## src/rtl/brlite_local_bridge.sv

```systemverilog
// brlite_local_bridge: BrLite local-port endpoint facing the DMNI NI service port.
//
// TX path: accepts one held NI broadcast request, stamps it with {seq, src_id},
//   presents it to the router local input and pulses ni_ack_o once the router accepts it.
// RX path: buffers router deliveries in an RX_DEPTH-entry FIFO, presents the head to the NI
//   and pops on an ni_ack_i pulse.
//
// Payload layout (36 bits): [35:32] ksvc, [31:16] seq_source {seq[7:0], src[7:0]},
//   [15:0] payload.
//
// Ports:
//   clk_i, rst_ni           clock, asynchronous active-low reset
//   ni_req_i / ni_ack_o     NI send request (level) / accept pulse
//   ni_data_i               NI send payload (seq_source field ignored)
//   ni_busy_o               TX FSM not idle
//   ni_rx_o / ni_ack_i      RX FIFO not empty / NI consumed head (pulse)
//   ni_data_o               RX FIFO head, valid while ni_rx_o
//   rt_req_o / rt_ack_i     request to router local input / router accepted
//   rt_data_o               stamped outgoing broadcast
//   rt_req_i / rt_ack_o     router delivery (held) / accept-or-drop pulse
//   rt_data_i               delivered broadcast
//
// Build option: define BRLITE_SELF_FILTER_EN to ack-and-drop deliveries whose source equals
//   this PE's src_id (own broadcast echo). Undefined: every delivery is buffered.

module brlite_local_bridge #(
  parameter logic [15:0] ADDRESS  = 16'h0000,
  parameter int unsigned RX_DEPTH = 4
) (
  input  logic        clk_i,
  input  logic        rst_ni,
  input  logic        ni_req_i,
  output logic        ni_ack_o,
  input  logic [35:0] ni_data_i,
  output logic        ni_busy_o,
  output logic        ni_rx_o,
  input  logic        ni_ack_i,
  output logic [35:0] ni_data_o,
  output logic        rt_req_o,
  input  logic        rt_ack_i,
  output logic [35:0] rt_data_o,
  input  logic        rt_req_i,
  output logic        rt_ack_o,
  input  logic [35:0] rt_data_i
);

  localparam int unsigned PtrW = $clog2(RX_DEPTH);
  localparam int unsigned CntW = PtrW + 1;

  // Source id packs the low nibbles of x and y.
  localparam logic [7:0] SrcId = {ADDRESS[11:8], ADDRESS[3:0]};

  // ---------------------------------------------------------------------------
  // TX FSM
  // ---------------------------------------------------------------------------
  typedef enum logic [2:0] {StIdle, StLatch, StReq, StAck, StHold} tx_state_e;

  tx_state_e   state_q;
  logic [7:0]  seq_q;
  logic        rt_req_q;
  logic        ni_ack_q;
  logic        busy_q;
  logic [35:0] rt_data_q;

  // The NI's seq_source field is overwritten by the stamp.
  logic [15:0] unused_ni_seq_source;
  assign unused_ni_seq_source = ni_data_i[31:16];

  always_ff @(posedge clk_i or negedge rst_ni) begin
    if (!rst_ni) begin
      state_q   <= StIdle;
      seq_q     <= 8'h00;
      rt_req_q  <= 1'b0;
      ni_ack_q  <= 1'b0;
      busy_q    <= 1'b0;
      rt_data_q <= '0;
    end else begin
      case (state_q)
        StIdle: begin
          if (ni_req_i) begin
            state_q <= StLatch;
            busy_q  <= 1'b1;
          end
        end
        StLatch: begin
          rt_data_q <= {ni_data_i[35:32], seq_q, SrcId, ni_data_i[15:0]};
          rt_req_q  <= 1'b1;
          state_q   <= StReq;
        end
        StReq: begin
          if (rt_ack_i) begin
            rt_req_q <= 1'b0;
            ni_ack_q <= 1'b1;
            seq_q    <= seq_q + 8'd1;
            state_q  <= StAck;
          end
        end
        StAck: begin
          ni_ack_q <= 1'b0;
          state_q  <= StHold;
        end
        StHold: begin
          // Wait for the NI to drop its level request so one request yields one send.
          if (!ni_req_i) begin
            state_q <= StIdle;
            busy_q  <= 1'b0;
          end
        end
        default: begin
          state_q  <= StIdle;
          rt_req_q <= 1'b0;
          ni_ack_q <= 1'b0;
          busy_q   <= 1'b0;
        end
      endcase
    end
  end

  assign rt_req_o  = rt_req_q;
  assign rt_data_o = rt_data_q;
  assign ni_ack_o  = ni_ack_q;
  assign ni_busy_o = busy_q;

  // ---------------------------------------------------------------------------
  // RX FIFO
  // ---------------------------------------------------------------------------
  logic [35:0]     mem_q [RX_DEPTH];
  logic [PtrW-1:0] wr_ptr_q, wr_ptr_d;
  logic [PtrW-1:0] rd_ptr_q, rd_ptr_d;
  logic [CntW-1:0] count_q, count_d;
  logic            rt_ack_q;
  logic [35:0]     head_q, head_d;

  logic pop, push, accept, full, drop;

`ifdef BRLITE_SELF_FILTER_EN
  assign drop = (rt_data_i[23:16] == SrcId);
`else
  assign drop = 1'b0;
`endif

  always_comb begin
    pop    = ni_ack_i && (count_q != '0);
    full   = (count_q == CntW'(RX_DEPTH));
    // A delivery is taken once per handshake; dropped echoes need no free slot.
    accept = rt_req_i && !rt_ack_q && (drop || !full || pop);
    push   = accept && !drop;

    count_d  = count_q + CntW'(push) - CntW'(pop);
    wr_ptr_d = push ? wr_ptr_q + PtrW'(1) : wr_ptr_q;
    rd_ptr_d = pop  ? rd_ptr_q + PtrW'(1) : rd_ptr_q;

    // Next head: if no old entry survives the pop, the head is whatever is pushed now.
    if (count_q == CntW'(pop)) begin
      head_d = push ? rt_data_i : '0;
    end else begin
      head_d = mem_q[rd_ptr_d];
    end
  end

  always_ff @(posedge clk_i) begin
    if (push) begin
      mem_q[wr_ptr_q] <= rt_data_i;
    end
  end

  always_ff @(posedge clk_i or negedge rst_ni) begin
    if (!rst_ni) begin
      wr_ptr_q <= '0;
      rd_ptr_q <= '0;
      count_q  <= '0;
      rt_ack_q <= 1'b0;
      head_q   <= '0;
    end else begin
      wr_ptr_q <= wr_ptr_d;
      rd_ptr_q <= rd_ptr_d;
      count_q  <= count_d;
      rt_ack_q <= accept;
      head_q   <= head_d;
    end
  end

  assign rt_ack_o  = rt_ack_q;
  assign ni_rx_o   = (count_q != '0);
  assign ni_data_o = head_q;

endmodule

```

## config.mk

```make
export PLATFORM = sky130hd
export DESIGN_NAME = brlite_local_bridge
export DESIGN_NICKNAME = d
export VERILOG_FILES = /design/src/rtl/brlite_local_bridge.sv
export SDC_FILE = /design/constraint.sdc
export NUM_CORES = 1
export LEC_CHECK = 0
export BUFFER_PORTS_ARGS = -buffer_cell sky130_fd_sc_hd__buf_4
export CAP_MARGIN = 0
export CORE_MARGIN = 10
export CORE_UTILIZATION = 57
export CTS_CLUSTER_DIAMETER = 120
export DETAILED_ROUTE_END_ITERATION = 7
export MAX_ROUTING_LAYER = met4
export PLACE_DENSITY = 0.91
export SYNTH_ARGS = -nofsm -noshare
export SYNTH_HDL_FRONTEND = slang
export SYNTH_SLANG_ARGS = --single-unit
```

## constraint.sdc

```tcl
create_clock -name clk_i -period 3.4 [get_ports clk_i]
set_input_delay 0.68 -clock clk_i [delete_from_list [all_inputs] [get_ports clk_i]]
set_output_delay 0.68 -clock clk_i [all_outputs]
set_load 0.1 [all_outputs]
```

## Word level (Yosys, flattened, before mapping)

Memory sizes are Yosys's and may differ from the RTL's.
Cells that the tools add are included.

| storage, ports and cells | value |
|---|---|
| bits in registers | 86 |
| memory bits (writable) | 144 |
| bits of input ports | 78 |
| output and inout bits | 77 |
| logic and storage cells | 61 |
| memories kept | 1 |

Memory list:

| name | depth | bits a word | rd ports | clocked after memory_dff | wr ports | line | text |
|---|---|---|---|---|---|---|---|
| mem_q | 4 | 36 | 1 | 0 | 1 | 127 | `logic [35:0] mem_q [RX_DEPTH];` |

| operators by class | value |
|---|---|
| $add $sub $neg | 5 |
| eq/ne operators | 9 |
| mux-type cells | 16 |
| bitwise operators | 3 |
| reductions and logical operators | 16 |

Operator list:

| cell | count |
|---|---|
| 36-bit 2-to-1 mux | 2 |
| 3-bit one-hot mux with 5 select lines | 1 |
| 3-bit 2-to-1 mux | 3 |
| 3-bit OR reduction | 3 |
| 8-bit by 1-bit adder with 8-bit output, second input constant | 1 |
| 3-bit by 2-bit == test with 1-bit output, second input constant | 2 |
| 3-bit == test, second input constant | 2 |
| 1-bit 2-to-1 mux | 6 |
| 2-bit inequality test, second input constant | 3 |
| 1-bit one-hot mux with 3 select lines | 2 |
| 2-bit AND reduction | 3 |
| 3-bit AND reduction | 2 |
| 2-bit by 1-bit adder with 2-bit output, second input constant | 2 |
| 3-bit by 1-bit adder with 3-bit output | 1 |
| 3-bit by 1-bit == test with 1-bit output | 1 |
| 3-bit by 1-bit == test with 1-bit output, second input constant | 1 |
| 1-bit logical AND | 3 |
| 3-bit logical NOT | 1 |
| 1-bit NOT | 3 |
| 3-bit nonzero test | 1 |
| 3-bit by 1-bit subtractor with 3-bit output | 1 |
| 1-bit logical NOT | 2 |
| 2-bit 2-to-1 mux | 1 |
| 1-bit one-hot mux with 2 select lines | 1 |
| 1-bit logical OR | 1 |

## Longest topological paths before layout

| logic depth | value |
|---|---|
| depth in word-level cells | 6 |
| depth in mapped cells | 12 |
| mapped depth without buffers | 10 |

## Least setup slack after synthesis

Ideal clock, no wire load.

| path | value |
|---|---|
| kind | reg2reg |
| from | register rt_ack_q (netlist: rt_ack_o) |
| to | memory mem_q[0][0], enable pin |
| setup time | 0.397 ns |
| arrival | 2.295 ns |
| required time | 3.003 ns |
| slack | 0.708 ns |
| cell stages (with the launch flop) | 4 |
| path buffers | 0 |
| period minus slack after synthesis | 2.692 ns |
| cells stage by stage | dfrtp_1 > nand2b_1 > nor2_1 > and2_1 |

| between the ends | value |
|---|---|
| longest elaborated chain between the ends | 5 |

RTL lines:

| item | line | text |
|---|---|---|
| start, declared | 131 | `logic rt_ack_q;` |
| start signal, assigned | 178 | `rt_ack_q <= accept;` |
| 1-bit logical NOT | 146 | `accept = rt_req_i && !rt_ack_q && (drop \|\| !full \|\| pop);` |
| 1-bit logical AND (2 in series) | 146 |  |
| net accept | 134 | `logic pop, push, accept, full, drop;` |
| 1-bit 2-to-1 mux | 162 | `if (push) begin` |
| 1-bit 2-to-1 mux (implied by the code) | 163 | `mem_q[wr_ptr_q] <= rt_data_i;` |
| end, declared | 127 |  |

The timed path passes the listed nets, and every way through them passes these cells.

## Final worst setup path

| path | value |
|---|---|
| from | register count_q[1] |
| to | register head_q[27] (netlist: ni_data_o[27]) |

| between the ends | value |
|---|---|
| longest elaborated chain between the ends | 6 |
| elaborated cells between the ends (all ways) | 11 |
| those cells by class | eq/ne: 2; mux: 3; reduce/logical: 5; memory: 1 |

RTL lines:

| item | line | text |
|---|---|---|
| start, declared | 130 | `logic [CntW-1:0] count_q, count_d;` |
| start signal, assigned | 177 | `count_q <= count_d;` |
| branches (longest 5 deep; another with memory 4 x 36 bit) | -- |  |
| 36-bit 2-to-1 mux (*) | 154 | `if (count_q == CntW'(pop)) begin` |
| net head_d[27] | 132 | `logic [35:0] head_q, head_d;` |
| end signal, assigned | 173 | `head_q <= '0;` |
| end signal, assigned | 179 | `head_q <= head_d;` |
| end, declared | 132 |  |

Mark *: on every way through the listed nets, which the timed path passes.
A chain may end at the register's enable or synchronous reset.

==> summary.md <==
| Metric | Value |
|---|---|
| Status | completed |
| 1st-iter DRT viols | roughly 670 |
| GRT Util Overall | about 23% |
| Sink Count | 230 |
| Worst hold slack | between 150 and 200 ps |
| CP max stage cell | xnor2_4 |
| Mapped Area | around 9900 µm² |
| Hold-fix buffers, CTS | 0 |
| Pins Over Slew Limit | 0 |
| Die area | between 20000 and 25000 µm² |
| Avg Cell Area, Syn | roughly 13 µm² |
| CTS buffer count | 24 |
| Crit path launch type | flip-flop |
| Routed WL per cell | roughly 23 µm |
| Fillers | roughly 1200 |
| Crit path time final | ~2700 ps |
| Initial antenna violation count | 1 |
| CP cell instances | o31ai_4 > inv_2 > xnor2_4 > o211ai_1 > a32o_1 |
| Port-buffer cells | 130 |
| Dpl hpwl | about 15000 µm |
| Worst-skew pair later-pin latency | roughly 510 ps |
| FMAX | 0.367 GHz |
| H-Tree Depth | 1 |
| Sequential area share after synthesis | 65.5% |
| Grt ovf | 0 |
| Post-route DRC | 0 |
| Vias | 7036 |
| Starting Density | about 58% |
| CP endpoint kind | flip-flop |
| CP peak stage delay | around 920 ps |
| Yosys warning count | 0 |
| Final Hold Viols | 0 |
| Final worst setup slack | a little under 700 ps |
| Critical path fanouts, max | 36 |
| Place WS | roughly 650 ps |
| Routability Congestion | a little under 0.8 |
| Nets | 933 |
| Vias in the first global route | about 7500 |
| Headroom to the max-slew limit | 23.5% |
| Final Cycle Share | 80.2% |
| Hold/Removal Path Class | primary input to async pin |
| Core box area | 17200 µm² |
| Post-CTS setup buffer count | 0 |
| Total iterations of the first detailed-routing run | 5 |
| Row count | 48 |
| Largest net degree at the start of global routing | 71 |
| Die X-Extent | around 150 µm |
| Required @ worst endpoint | about 3800 ps |
| Cell variety after synth | 48 |
| Synthesized instance count | roughly 740 |
| Avg Vias per Cell | ~6.4 |
| Clk_skew | about 10 ps |
| Clk slew on worst S/H paths | roughly 60 ps |
| Die span in y | about 150 µm |
| CTS root buf | clkbuf_16 |
| CTS max path bufs | 3 |
| Max cap viols | 0 |
| Total I/O pin count | between 150 and 200 |
| Synth Register Bits | 230 |
| Routed wire length | approximately 26000 µm |
| Final setup TNS | 0 ps |
| Worst-margin pin slew | 1150 ps |
| First-pass GRT wire length | between 30000 and 40000 µm |
| Setup Viol. Count Final | 0 |
| Crit Path Class | flip-flop to flip-flop |
| WP data arrival | 3100 ps |
| Layout cells sized above 1 | approximately 28% |
| ANT nets after route | 0 |
| Post-CTS sizing | 0 |
| Layout area overhead | 18.8% |
| TritonCTS clock tree | yes |
| RSZ-0062 raised after global routing | no |
| Reg2reg path depth | 5 |
[flip-flops by register name, indices dropped and copies added (netlist names)]
signal	flops
rt_data_o	28
seq_q	8
mem_q	144
ni_data_o	36
state_q	3
rd_ptr_q	2
ni_ack_o	1
wr_ptr_q	2
rt_ack_o	1
rt_req_o	1
ni_busy_o	1
count_q	3
[worst max-delay path, delay by kind of cell (launching register included)]
family	cells	cell delay, ps
flip-flops	1	540
buffers and inverters	1	210
AO/OA/AOI/OAI	3	900
XOR/XNOR	1	920
[layout by cell type (no fill, tap or decap), types with 6 or more instances in the layout]
cell type	instances
a32o_1	36
buf_4	153
clkbuf_1	6
clkbuf_16	25
clkinv_2	7
conb_1	8
dfrtp_1	86
edfxtp_1	144
ha_1	7
inv_1	46
mux2_2	29
nor3_1	139
nor4_1	35
o2111ai_1	35
o211ai_1	36
xnor2_1	9
[through the flow]
step                area [µm²]  util [%]  std cells
CTS                      11800      68.4       1090
global placement         11000      63.8       1046
floorplan                 9920         -        742
detailed placement       11000      63.8       1046
global route             11800      68.5       1091
finish                   11800      68.5       1091
[final cells by class]
class	instances	area, µm²	area share [%]
diodes	1	2.50	0.0213
clock buffers	34	689	5.86
clock inverters	10	98.8	0.841
inverters	48	180	1.53
multi-input cells	389	2860	24.3
flip-flops and latches	230	6480	55.1
well taps	225	282	2.39
repair buffers	154	1170	9.94
[path summary, 6_finish.rpt]
kind	end	from	slack, ps
min in group clk_i	mem_q[3][23]	rt_data_i[23]	390
max in group asynchronous	ni_data_o[2]	rst_ni	2420
min reg2reg	seq_q[7]	seq_q[7]	470
min	rt_data_o[0]	rst_ni	190
max reg2reg	ni_data_o[27]	count_q[1]	670
max	ni_data_o[27]	count_q[1]	670
[kinds of logic (layout without fill, tap and decap cells)]
group / after synthesis / count (layout) / synth area share [%]
AO/OA/AOI/OAI: 118 / 118 / 10.6
XOR/XNOR: 13 / 13 / 1.42
adder cells (fa/ha/maj): 9 / 9 / 1.19
buffers and inverters: 123 / 246 / 6.20
flip-flops: 230 / 230 / 65.5
multiplexers: 32 / 32 / 3.60
other: 1 / 9 / 0.0379
AND/OR/NAND/NOR: 209 / 209 / 11.5
[synthesized netlist by cell type, drive strengths merged]
library cell	n	area (µm²)
a2111oi	1	27.5
a21oi	2	10.0
a22o	1	8.76
a31oi	1	6.26
a32o	36	360
and2	5	31.3
and3	1	6.26
and4	1	8.76
buf	38	292
clkbuf	37	141
conb	1	3.75
dfrtp	86	2150
edfxtp	144	4320
fa	1	20.0
ha	7	87.6
inv	48	180
maj3	1	10.0
mux2	29	327
mux2i	3	30.0
nand2	4	15.0
nand2b	5	31.3
nand3	2	10.0
nand4	2	12.5
nor2	6	22.5
nor2b	1	6.26
nor3	143	742
nor4	35	219
nor4b	1	8.76
nor4bb	1	10.0
o2111ai	35	307
o211ai	36	270
o21ai	4	20.0
o311ai	1	16.3
o31ai	1	21.3
or2	1	6.26
or4b	1	10.0
xnor2	11	123
xor2	2	17.5
[per-layer routing]
| layer | up-vias | track usage (%) | share of wire (%) |
|---|---|---|---|
| li1 | 3049 | - | - |
| met1 | 3481 | 26.9 | 37 |
| met2 | 448 | 37.0 | 49 |
| met3 | 58 | 5.58 | 12 |
| met4 | 0 | 7.77 | 2.5 |
| met5 | - | - | 0 |
Power is left out: the tool's default activity adds up to more than one toggle a clock period on the data nets, which glitch-free logic cannot reach.
